[config.mk]
export PLATFORM = sky130hd
export DESIGN_NAME = uart_tx
export DESIGN_NICKNAME = d
export VERILOG_FILES = /design/src/rtl/uart_pkg.sv /design/src/rtl/uart_tx_baud_gen.sv /design/src/rtl/uart_tx.sv
export SDC_FILE = /design/constraint.sdc
export NUM_CORES = 1
export LEC_CHECK = 0
export CORE_MARGIN = 4
export CORE_UTILIZATION = 40
export CTS_CLUSTER_DIAMETER = 50
export DETAILED_ROUTE_END_ITERATION = 8
export PLACE_DENSITY_LB_ADDON = 0.2
export SLEW_MARGIN = 20
export SYNTH_ARGS = -nofsm -noshare
export SYNTH_HDL_FRONTEND = slang
export SYNTH_HIERARCHICAL = 1
export SYNTH_SLANG_ARGS = --single-unit
[constraint.sdc]
create_clock -name clock -period 3.5 [get_ports clock]
set_input_delay 0.7 -clock clock [delete_from_list [all_inputs] [get_ports clock]]
set_output_delay 0.7 -clock clock [all_outputs]
set_load 0.1 [all_outputs]
[src/rtl/uart_pkg.sv]
// Shared UART definitions: FSM state encodings, frame levels and byte packing.
// Used by both the transmitter and the receive-side UART.
package uart_pkg;

  localparam logic [1:0] ST_IDLE  = 2'd0;
  localparam logic [1:0] ST_START = 2'd1;
  localparam logic [1:0] ST_DATA  = 2'd2;
  localparam logic [1:0] ST_STOP  = 2'd3;

  localparam int   DATA_BITS   = 8;
  localparam logic START_LEVEL = 1'b0;
  localparam logic IDLE_LEVEL  = 1'b1;
  localparam logic STOP_LEVEL  = 1'b1;

  typedef logic [DATA_BITS-1:0] uart_byte_t;

  // The instruction nibble occupies the upper half of the transmitted byte.
  function automatic uart_byte_t pack_byte(input logic [3:0] instr,
                                           input logic [3:0] data);
    return {instr, data};
  endfunction

endpackage

[src/rtl/uart_tx_baud_gen.sv]
// Bit-time generator: one tick every CLKS_PER_BIT cycles while enabled.
// The counter is held at zero while disabled, so timing restarts cleanly
// each time enable rises.
module baud_gen #(
  parameter int CLKS_PER_BIT = 5208
) (
  input  logic clock,
  input  logic reset,
  input  logic enable,
  output logic tick
);

  localparam int CNT_W = (CLKS_PER_BIT > 1) ? $clog2(CLKS_PER_BIT) : 1;
  localparam logic [CNT_W-1:0] CNT_MAX = CNT_W'(CLKS_PER_BIT - 1);

  logic [CNT_W-1:0] cnt;

  assign tick = enable && (cnt == CNT_MAX);

  // Count within a bit time; wrap to zero on every bit boundary.
  always_ff @(posedge clock or posedge reset) begin
    if (reset) begin
      cnt <= '0;
    end else if (!enable || tick) begin
      cnt <= '0;
    end else begin
      cnt <= cnt + 1'b1;
    end
  end

endmodule

[src/rtl/uart_tx.sv]
// UART transmitter: sends {instrucao, dado} as 1 start bit, 8 data bits
// LSB first and STOP_BITS stop bits, no parity. The serial line is a
// register so nothing combinational reaches the pin.
module uart_tx #(
  parameter int CLKS_PER_BIT = 5208,
  parameter int STOP_BITS    = 1
) (
  input  logic       clock,
  input  logic       reset,
  input  logic [3:0] instrucao,
  input  logic [3:0] dado,
  input  logic       start,
  output logic       ready,
  output logic       out,
  output logic       done
);

  import uart_pkg::*;

  localparam logic [2:0] LAST_BIT  = 3'(DATA_BITS - 1);
  localparam logic       STOP_LAST = 1'(STOP_BITS - 1);

  logic [1:0]  state;
  uart_byte_t  shreg;
  logic [2:0]  bit_idx;
  logic        stop_cnt;
  logic        tick;

  // Bit timing runs only while a frame is in flight.
  baud_gen #(.CLKS_PER_BIT(CLKS_PER_BIT)) u_baud (
    .clock  (clock),
    .reset  (reset),
    .enable (state != ST_IDLE),
    .tick   (tick)
  );

  assign ready = (state == ST_IDLE);

  // Frame sequencer: the line level for the next bit is loaded on the
  // same edge that changes state, giving one cycle from accept to start bit.
  always_ff @(posedge clock or posedge reset) begin
    if (reset) begin
      state    <= ST_IDLE;
      out      <= IDLE_LEVEL;
      done     <= 1'b0;
      shreg    <= '0;
      bit_idx  <= '0;
      stop_cnt <= 1'b0;
    end else begin
      done <= 1'b0;
      case (state)
        ST_IDLE: begin
          out <= IDLE_LEVEL;
          if (start) begin
            shreg    <= pack_byte(instrucao, dado);
            bit_idx  <= '0;
            stop_cnt <= 1'b0;
            out      <= START_LEVEL;
            state    <= ST_START;
          end
        end
        ST_START: begin
          if (tick) begin
            out     <= shreg[0];
            shreg   <= shreg >> 1;
            bit_idx <= '0;
            state   <= ST_DATA;
          end
        end
        ST_DATA: begin
          if (tick) begin
            if (bit_idx == LAST_BIT) begin
              out   <= STOP_LEVEL;
              state <= ST_STOP;
            end else begin
              out     <= shreg[0];
              shreg   <= shreg >> 1;
              bit_idx <= bit_idx + 1'b1;
            end
          end
        end
        ST_STOP: begin
          if (tick) begin
            if (stop_cnt == STOP_LAST) begin
              state <= ST_IDLE;
              done  <= 1'b1;
            end else begin
              stop_cnt <= stop_cnt + 1'b1;
            end
          end
        end
        default: state <= ST_IDLE;
      endcase
    end
  end

endmodule

-- Word level (Yosys, flattened, before mapping)
Cells that the tools add are included.
W data, S select, Z words.
- $add $sub $neg: 3
- eq/ne operators: 12
- muxes and demuxes: 30
- reductions and logical operators: 11
- operator list (cell ; number):
    $mux W8 ; 4
    $pmux W8 S3 ; 1
    $add A13 B1 Y13 const B ; 1
    $eq A13 B13 Y1 const B ; 1
    $mux W13 ; 1
    $mux W2 ; 6
    $mux W3 ; 4
    $mux W1 ; 10
    $pmux W3 S3 ; 1
    $ne A2 B2 Y1 const B ; 4
    $pmux W2 S4 ; 1
    $ne A2 B1 Y1 const B ; 3
    $reduce_and A3 Y1 ; 2
    $reduce_and A6 Y1 ; 1
    $reduce_and A5 Y1 ; 1
    $eq A2 B2 Y1 const B ; 2
    $reduce_bool A2 Y1 ; 2
    $add A3 B1 Y3 const B ; 1
    $eq A3 B3 Y1 const B ; 1
    $pmux W1 S3 ; 1
    $reduce_bool A3 Y1 ; 1
    $eq A2 B1 Y1 const B ; 1
    $logic_not A2 Y1 ; 1
    $pmux W1 S2 ; 1
    other kinds (4) ; 4
- register bits after elaboration: 29
- input bits: 11
- output and inout port bits: 3
- word-level logic and storage cells: 63

-- Logic depth before layout (Yosys ltp)
- depth after elaboration: 4
- mapped depth: 9
- gate-level depth less buffers: 8

-- Modules after synthesis
The synthesis kept the hierarchy.
- modules (own cells, without submodules) (module ; times used ; cells each ; area an instance (um2) ; sequential area each (um2)):
    uart_tx ; 1 ; 69 ; 855.8 ; 376.6
    baud_gen ; 1 ; 66 ; 678.2 ; 325.3

-- Worst setup path before layout
No wires, ideal clock.
- path type: register to register
- start point: register state[0]
- end point: register bit_idx[0]
- library setup time: 0.128 ns
- arrival: 2.794 ns
- required time: 3.372 ns
- path slack: 0.578 ns
- cell stages (with the launch flop): 10
- path buffers: 1
- period minus slack after synthesis: 2.922 ns
- cell sequence: dfrtp_1 -> inv_1 -> ha_1 -> inv_1 -> inv_1 -> nor4_1 -> o21ba_2 -> a2111oi_2 -> buf_4 -> mux2_1
- elaborated cells between the ends (all ways): 12
- classes of those cells: eq/ne (6); mux (1); reduce/logical (5)
- RTL lines (what ; line ; source):
    start: declaration ; uart_tx.sv:23 ; logic [1:0] state;
    start signal: assignment ; uart_tx.sv:43 ; state <= ST_IDLE;
    start signal: assignment ; uart_tx.sv:59 ; state <= ST_START;
    start signal: assignment ; uart_tx.sv:67 ; state <= ST_DATA;
    $logic_not A2 Y1 * ; - ;
    named net ready ; uart_tx.sv:13 ; output logic ready,
    $ne A2 B2 Y1 (no line) or $reduce_bool A3 Y1 (tied branches) ; - ;
    $reduce_and A5 Y1 (no line) ; - ;
    end signal: assignment ; uart_tx.sv:78 ; bit_idx <= bit_idx + 1'b1;
    end: declaration ; uart_tx.sv:25 ; logic [2:0] bit_idx;
Mark *: on every way through the listed nets, which the timed path passes. The rest lies on a longest branch.
A chain may end at the register's enable or synchronous reset.

-- Worst setup path in the final report
- start point: register state[0]
- end point: register shreg[7]
- cells in the longest elaborated chain, start to end: 4
- elaborated cells between the ends (all ways): 12
- classes of those cells: eq/ne (6); mux (1); reduce/logical (5)
- RTL lines (what ; line ; source):
    $reduce_bool A2 Y1 * ; uart_tx.sv:33 ; .enable (state != ST_IDLE),
    $logic_and A1 B1 Y1 * ; uart_tx_baud_gen.sv:18 ; assign tick = enable && (cnt == CNT_MAX);
    named net tick ; uart_tx.sv:27 ; logic tick;
    $ne A2 B1 Y1 (no line) ; - ;
    $reduce_and A5 Y1 (no line) * ; - ;
    end signal: assignment ; uart_tx.sv:55 ; shreg <= pack_byte(instrucao, dado);
    end signal: assignment ; uart_tx.sv:65 ; shreg <= shreg >> 1;
    end signal: assignment ; uart_tx.sv:77 ; shreg <= shreg >> 1;
    end: declaration ; uart_tx.sv:24 ; uart_byte_t shreg;
Marked as above.

==> qor.yml <==
global_route:
  overflow: 0
  top_usage_layer: "met2"
  track_usage_pct: 12.4
  antenna_found_initial: 0
  grt_max_degree: 16
  grt_pass1_wl_um: 4950
  grt_pass1_vias: 1076
  met1_usage_pct: 16.9
  use_met3_pct: 1.87
  gr-usage-met2_pct: 19.7
sta:
  finalMaxSlewViolations: 0
  rsz0062_at_grt: "no"
  fin_worst_skew_ns: 0.00561
  fin_crit_sh_pct: 75.3
  max_slew_margin_pct: 35.4
  setup_violations: 0
  tightest_slew_ns: 0.966
  whs_ns: 0.495
  fmax_mhz: 379
  setup_tns_ns: 0
  hold_viol_final: 0
  min_period_ns: 2.64
clock_tree:
  ctsHoldBuffers: 0
  root_buffer: "clkbuf_8"
  cts_inserted_buffers: 3
  clk_latency_ns: 0.28
  cts_sinks: 28
  post_cts_buffers: 0
  clkTransAtPathRegs_ns: 0.10
  tritoncts: "built"
  cts_buffer_depth: 2
  h-tree-depth: 1
  cts_resized: 0
route:
  drtAntennaViolNets: 0
  drc: 0
  first_pass_iters: 4
  drt-vias-per-instance: 5.34
  avgRoutedWirePerCell_um: 13.6
  wirelength_um: 2700
  vias: 1057
  first_iter_violations: 47
power_and_ir_drop:
  p_leak_uw: 0.000762
  vdd_ir_drop_max_uv: 208
  p_per_area_nw_per_um2: 317
  total_power_uw: 558
worst_setup_path:
  end_kind: "register"
  path_max_fanout: 11
  crit_type: "reg2reg"
  timing.rr.start: "state[0]$_DFFE_PP0P_"
  critPathArrivalTime_ns: 2.80
  rr_endpoint: "shreg[7]$_DFFE_PP0P_"
  r2r_slack_ns: 0.86
  reg2reg_depth: 9
  critPathRequiredTime_ns: 3.67
  start_kind: "register"
place:
  io_buffer_count: 13
  place_congestion: 0.835
  hpwlAfterDp_um: 2050
yosys:
  ys_ff_latch: 28
  synth_top_family_by_area: "simple AND/OR/NAND/NOR gates"
  synth_simple_gate_area_share_pct: 15.7
  ys_seq_area_share_pct: 45.8
  synthMuxAreaShare_pct: 14.7
  synth_edf_count: 0
  synth_most_common_cell: "dfrtp_1"
  synth_cells: 135
  synth_common_cells: "27 x dfrtp_1, 11 x inv_1, 9 x a21oi_1, 9 x ha_1, 9 x mux2_1"
  async_reset_ff_share_pct: 100
  syn_nets: 155
  synth_area_leaders: "dfrtp_1 44%, ha_1 7.3%, mux2_1 6.6%"
  synth_compound_area_share_pct: 10.7
  synth_top_area_cell: "dfrtp_1"
  synth-main-ff-cell: "dfrtp_1"
  yosysWarnings: 6
  syn_area_sq_um: 1530
  synth_fa_ha_area_share_pct: 7.34
  synth-xor-area-share_pct: 1.71
  synth.distinct_cells: 34
  yosysTopAreaCellShare_pct: 44.0
  avgSynthCellArea_sq_um: 11.4
finish:
  syn_to_final_growth_pct: 14.7
  fillerInstances: 358
  final_nets: 171
  drive_gt1_share_pct: 16.0
  insertedDiodeCount: 0
  utilization_pct: 47.7
die:
  dieArea_sq_um: 4890
  io_pins: 14
  die_x_um: 69.9
  rows: 22
  initial_core_util_pct: 41.6
  core_area_sq_um: 3690
  chipHeight_um: 69.9
run:
  max_cap_viol_count: 0
hold_path:
  hp-class: "reg2reg"
  whs_endpoint: "shreg[2]$_DFFE_PP0P_"
  holdPathStages: 1
  min_from: "shreg[2]$_DFFE_PP0P_"
status:
  outcome: "completed"
critical path, cell delays in order, from the launching register on:
cell	delay, ns
dfrtp_1	0.40
inv_1	0.11
ha_1	0.25
inv_1	0.12
inv_1	0.08
nor4_1	0.42
o21ba_2	0.25
a2111oi_2	0.28
buf_4	0.26
mux2_1	0.34
cells in the final DEF (no fill, tap or decap), types with 3 or more instances in the layout:
cell type and instances:
clkbuf_8 4, o31ai_1 4, nand3_1 4, nand4_1 3, nor2_1 8, inv_1 11
buf_4 3, ha_1 9, nand2_1 4, nor2b_1 5, mux2i_1 3, clkdlybuf4s50_1 11
mux2_2 7, o21ai_0 5, a21oi_1 9, or4_1 4, mux2_1 9, dfrtp_1 27
worst max-delay path by stage:
stage / start / endpoint / cells past startpoint
floorplan: state[0]$_DFFE_PP0P_ / bit_idx[0]$_DFFE_PP0P_ / 9
global placement: u_baud/cnt[5]$_DFF_PP0_ / state[1]$_DFFE_PP0P_ / 5
detailed placement: state[0]$_DFFE_PP0P_ / shreg[7]$_DFFE_PP0P_ / 9
CTS: state[0]$_DFFE_PP0P_ / shreg[7]$_DFFE_PP0P_ / 9
global route: state[0]$_DFFE_PP0P_ / shreg[0]$_DFFE_PP0P_ / 9
finish: state[0]$_DFFE_PP0P_ / shreg[7]$_DFFE_PP0P_ / 9
registers in the layout, summed over array words and instances (netlist names):
register,flops
u_baud/cnt,13
shreg,8
bit_idx,3
state,2
done,1
out,1
final cells by class:
| cell class | count | area [sq um] | share of cell area (%) |
|---|---|---|---|
| timing repair buffer | 14 | 133 | 7.54 |
| clock buffer | 4 | 55.1 | 3.13 |
| sequential | 28 | 702 | 39.9 |
| inverter | 11 | 41.3 | 2.35 |
| tap | 48 | 60.1 | 3.41 |
| multi-input combinational | 93 | 768 | 43.7 |
metal layers:
| metal | up-vias | routed length [um] |
|---|---|---|
| li1 | 519 | - |
| met1 | 512 | 1310 |
| met2 | 21 | 1250 |
| met3 | 5 | 88 |
| met4 | 0 | 47 |
| met5 | - | 0 |
per-stage QoR:
stage	std cells	worst slack [ns]	cell area (sq um)
2_1_floorplan	135	0.578	1530
3_3_place_gp	194	0.960	1700
3_5_place_dp	194	0.837	1700
4_1_cts	198	0.821	1760
5_1_grt	198	0.620	1760
6_report	198	0.864	1760
cell families after synthesis:
logic type      count (synthesis)
compound gates                 23
xor+xnor                        3
fa+ha+maj                       9
buf+inv                        14
flops                          28
mux                            20
simple gates                   38
where the power goes:
group	total (uW)	internal [uW]	leakage, uW	switching (uW)
registers	330	328	0.000339	2.37
clock network	202	101	0.0000288	101
logic	25.9	15.6	0.000395	10.4
total	558	444	0.000762	114
Note: power is estimated with default switching activity, not from simulation.
==> variant 1: new RTL, same settings <==
`CLKS_PER_BIT` is set to 5208 in 2 places; all go to 2604.
--- a/src/rtl/uart_tx_baud_gen.sv
+++ b/src/rtl/uart_tx_baud_gen.sv
@@ -2,7 +2,7 @@
 // The counter is held at zero while disabled, so timing restarts cleanly
 // each time enable rises.
 module baud_gen #(
-  parameter int CLKS_PER_BIT = 5208
+  parameter int CLKS_PER_BIT = 2604
 ) (
   input  logic clock,
   input  logic reset,
--- a/src/rtl/uart_tx.sv
+++ b/src/rtl/uart_tx.sv
@@ -2,7 +2,7 @@
 // LSB first and STOP_BITS stop bits, no parity. The serial line is a
 // register so nothing combinational reaches the pin.
 module uart_tx #(
-  parameter int CLKS_PER_BIT = 5208,
+  parameter int CLKS_PER_BIT = 2604,
   parameter int STOP_BITS    = 1
 ) (
   input  logic       clock,
Formal check against the unedited RTL: same outputs for any inputs over 10 cycles, from zero or initial values and one cycle with reset high; that may be too few to reach the edited logic, so the function may still have changed.
==> variant 1 against the original RTL <==
Critical path depth decreased by 2. Sequential cell count decreased by 1. Die area decreased by 2.7%. Worst hold slack got worse by 33 ps. Cell count decreased by 3.5%. Setup slack improved by 110 ps. Sequential power decreased by 3%. Power decreased by 6.2%. Synthesized area decreased by 3.1%. Design area decreased by 3.7%. Routed wire length increased by 1.5%.
==> variant 1: results (changes against the original RTL) <==
[placed_design]
gp_congestion = 0.7163  ; -14%
dp_hpwl_um = 1987  ; -3.0%
port_buffers = 13  ; unchanged

[worst_hold_path]
hp-class = flop to flop
whs_path_depth = 1  ; unchanged

[cts]
post_cts_buffers = 0  ; unchanged
numCtsBuffers = 3  ; unchanged
cts_root_buf = clkbuf_8
cts.htree.levels = 1  ; unchanged
clockBufferDepth = 2  ; unchanged
clk_pin_slew_ps = 90
cts_resized = 0  ; unchanged
clk_latency_ps = 270

[route]
routed_via_density = 5.257  ; -1.5%
drtIter0Drc = 58  ; +23%
drt-pass1-iter-count = 4  ; unchanged
wl_um = 2742  ; +1.5%

[worst_setup_path]
crit_slowest_cell = or4b_4
crit_fanout = 11  ; unchanged
cp.arrival_ps = 2690  ; -110 ps
reg2reg_slack_ps = 970  ; +110 ps
slowest_delay_ps = 570  ; +150 ps
r2r_cells = 7  ; -2

[finish]
diodes = 0  ; unchanged
reg_top3 = u_baud/cnt x12, shreg x8, bit_idx x3
drive_above_1_share = 0.1448  ; -0.01517
nets = 166  ; -2.9%

[sta]
fin_worst_skew_ps = 6.616  ; +1.006 ps
slew_headroom = 0.3572  ; +0.003144

[power]
power_leakage_nw = 0.7765  ; +1.8%
worst_ir_drop_vdd_mv = 0.1753  ; -16%

[synthesis]
synthTopCellsByCount = dfrtp_1 (26), ha_1 (9), mux2_1 (9)
synthFlopType = dfrtp_1
synth.area.top_cells = dfrtp_1 (44%), ha_1 (7.6%), mux2_1 (6.8%), mux2_2 (5.3%), a21oi_1 (2.7%)
async_reset_ff_frac = 1.000  ; unchanged
synth_cell_type_count = 36  ; +5.9%
yosys_warnings = 6  ; unchanged
ys_seq_area_frac = 0.4554  ; -0.002198
synth_nets = 151  ; -2.6%

[global_route]
grt_antenna_before_repair = 0  ; unchanged
grt_max_degree = 16  ; unchanged
first_global_vias = 1068  ; -0.74%
track_usage = 0.1347  ; +0.01037
grt_pass1_wl_um = 4788  ; -3.4%

[status]
status = finished clean

==> variant 1: cell count changes in the layout (fill, tap and decap cells not counted), sizes merged, moves of 2 or more <==
cell and delta:
inv -3, nand4 -2, o31ai -2, or4 -2
==> variant 1: report_power, final <==
part / internal, mW / switching [mW] / total, mW
combinational: 0.0156 / 0.0101 / 0.0257
sequential: 0.316 / 0.00225 / 0.319
clock: 0.0816 / 0.0972 / 0.179
total: 0.414 / 0.110 / 0.523
==> variant 1: path summary, 6_finish.rpt <==
kind                                start            end
min                         u_baud/cnt[0]  u_baud/cnt[0]
min in group asynchronous           reset  u_baud/cnt[2]
min reg2reg                 u_baud/cnt[0]  u_baud/cnt[0]
max in group asynchronous           reset            out
max reg2reg                u_baud/cnt[10]       shreg[2]
max                        u_baud/cnt[10]       shreg[2]
==> variant 1: cell families (layout without fill, tap and decap cells) <==
family / Yosys count / count (layout) / synth area share
XOR/XNOR: 3 / 3 / 0.01768
adder cells (fa/ha/maj): 9 / 9 / 0.07576
AO/OA/AOI/OAI: 21 / 21 / 0.1061
AND/OR/NAND/NOR: 39 / 39 / 0.1549
multiplexers: 20 / 20 / 0.1515
buffers and inverters: 12 / 26 / 0.03872
flip-flops: 27 / 27 / 0.4554
==> variant 1: routing by layer <==
metal,GRT usage,vias to the layer above,routed length [um]
met5,0,-,0
met4,0.05109,0,19
met3,0.02431,2,74
met2,0.2214,13,1371
met1,0.1754,493,1276
li1,-,496,-
==> variant 1: through the flow <==
| step | cell area [um^2] | instances | hold slack, ps | power [mW] | setup WS (ps) |
|---|---|---|---|---|---|
| 3_3_place_gp | 1649 | 187 | 448.7 | 0.3500 | 1019 |
| 2_1_floorplan | 1486 | 131 | 429.8 | 0.3362 | 826.2 |
| 4_1_cts | 1694 | 191 | 466.9 | 0.5341 | 941.6 |
| 3_5_place_dp | 1649 | 187 | 452.9 | 0.3515 | 965.2 |
| 6_report | 1694 | 191 | 462.6 | 0.5232 | 971.7 |
| 5_1_grt | 1694 | 191 | 488.0 | 0.5513 | 782.2 |
==> variant 1: worst max-delay path, delay by kind of cell (launching register included) <==
family / cells / cell delay [ps]
AND/OR/NAND/NOR: 3 / 920
AO/OA/AOI/OAI: 2 / 480
flip-flops: 1 / 420
multiplexers: 1 / 340
buffers and inverters: 1 / 260
==> variant 1: cell type report <==
class,instances,area (um^2)
multi-input combinational,92,752.0
timing repair buffer,14,132.6
inverter,8,30.03
clock buffer,4,45.04
tap,46,57.56
fill,324,1774
sequential,27,676.9
==> variant 2: new RTL, config.mk and constraints unchanged <==
Made on the original files. Make the reset (`reset`) synchronous in 2 clocked blocks.
--- a/src/rtl/uart_tx_baud_gen.sv
+++ b/src/rtl/uart_tx_baud_gen.sv
@@ -18,7 +18,7 @@
   assign tick = enable && (cnt == CNT_MAX);
 
   // Count within a bit time; wrap to zero on every bit boundary.
-  always_ff @(posedge clock or posedge reset) begin
+  always_ff @(posedge clock) begin
     if (reset) begin
       cnt <= '0;
     end else if (!enable || tick) begin
--- a/src/rtl/uart_tx.sv
+++ b/src/rtl/uart_tx.sv
@@ -38,7 +38,7 @@
 
   // Frame sequencer: the line level for the next bit is loaded on the
   // same edge that changes state, giving one cycle from accept to start bit.
-  always_ff @(posedge clock or posedge reset) begin
+  always_ff @(posedge clock) begin
     if (reset) begin
       state    <= ST_IDLE;
       out      <= IDLE_LEVEL;
Formal check against the unedited RTL: differs if reset is asserted again (counterexample within 4 cycles, from zero or initial values and one cycle with reset high); with reset held inactive, the same outputs for 10 cycles.
==> variant 2 against the original RTL <==
Design area grew 1.4%. First-iteration DRC count is 130% higher. Setup slack gained 200 ps. Routed wire length rose by 22%. Sequential cell count did not move. Count of clock-buffer cells in the layout decreased by 1. Synthesized area rose by 4.6%. Critical path type is now flop to output port. Largest cell class unchanged.
Power is not compared: it rests on default switching activity, and its combinational part moved more than twofold at a synthesized area within 25%.
==> variant 2: results (changes against the original RTL) <==
[status]
status = finished clean

[route]
wl_met3_um = 122  ; +39%
wl_per_cell_um = 15.31  ; +12%
drtIter0Drc = 108  ; +130%
routed_via_density = 5.940  ; +11%
wl_um = 3306  ; +22%
wl_met2_um = 1449  ; +16%
met1_length_um = 1690  ; +29%

[synthesis]
synth_compound_area_frac = 0.2270  ; +0.1201
syn_avg_cell_area_um2 = 10.03  ; -12%
synthAdderAreaFrac = 0.07020  ; -0.003207
synth_xor_area_frac = 0.01638  ; -0.0007482
synth_cell_type_count = 50  ; +47%
synth_nets = 180  ; +16%
synth.area.top_cells = dfxtp_1 (35%), ha_1 (7.0%), a211oi_2 (5.5%), mux2i_1 (5.0%), a31oi_1 (3.9%)
async_reset_ff_frac = 0  ; -1.000
synthMuxAreaShare = 0.04992  ; -0.09690
synthTopCellsByCount = dfxtp_1 (28), a31oi_1 (10), ha_1 (9)
synthFlopType = dfxtp_1
ys_seq_area_frac = 0.3495  ; -0.1081

[worst_setup_path]
crit_slowest_cell = clkdlybuf4s50_1
slowest_delay_ps = 1130  ; +710 ps
crit_fanout = 2  ; -9

[global_route]
use_met1 = 0.1985  ; +0.02939
track_usage = 0.1350  ; +0.01066
first_global_vias = 1199  ; +11%
grtUsageMet2 = 0.1949  ; -0.002374
grt_max_degree = 15  ; -1
grtUsageMet3 = 0.02665  ; +0.007943
grt_pass1_wl_um = 5651  ; +14%

[job]
drv_cap = 0  ; unchanged

[power]
pwr-share-clk = 0.147
total_power_mw = 1.199
worst_ir_drop_vdd_mv = 0.3410

[finish]
nFillCells = 345  ; -3.6%
drive_above_1_share = 0.1548  ; -0.005238
multi_input_area_um2 = 975.9  ; +27%
nets = 190  ; +11%

[sta]
slew_headroom = 0.3574  ; +0.003346
fin_worst_skew_ps = 4.056  ; -1.554 ps

[placed_design]
gp_congestion = 0.8140  ; -2.6%
dp_hpwl_um = 2339  ; +14%
dp_cells = 213  ; +9.8%
dp_slack_ps = 931.4  ; +94.65 ps
dpl-instance-area_um2 = 1743  ; +2.3%

## variant 2: changes by cell type after synthesis, moves of 5 or more
| cell | unedited run | this run |
|---|---|---|
| dfxtp_1 | 0 | 28 |
| dfrtp_1 | 27 | 0 |
| a31oi_1 | 0 | 10 |
| mux2_1 | 9 | 0 |
| a21oi_1 | 9 | 1 |
| a211oi_1 | 0 | 7 |
| a211oi_2 | 0 | 7 |
| inv_1 | 11 | 4 |
| mux2_2 | 7 | 0 |
| mux2i_1 | 3 | 8 |
| nor2_1 | 8 | 3 |
## variant 2: worst paths after layout
path,start,end,slack (ps),cells past startpoint
worst min register to register,u_baud/cnt[0],u_baud/cnt[0],500,1
worst min-delay path,u_baud/cnt[0],u_baud/cnt[0],500,1
worst max register to register,u_baud/cnt[7],state[0],1070,6
worst max-delay path,out,out,1060,1
## variant 2: cell type report
type                    count  area share
flip-flops and latches     28      0.3142
inverters                   5     0.01052
repair buffers             13     0.07153
multi-input cells         119      0.5470
clock buffers               3     0.02314
well taps                  48     0.03366
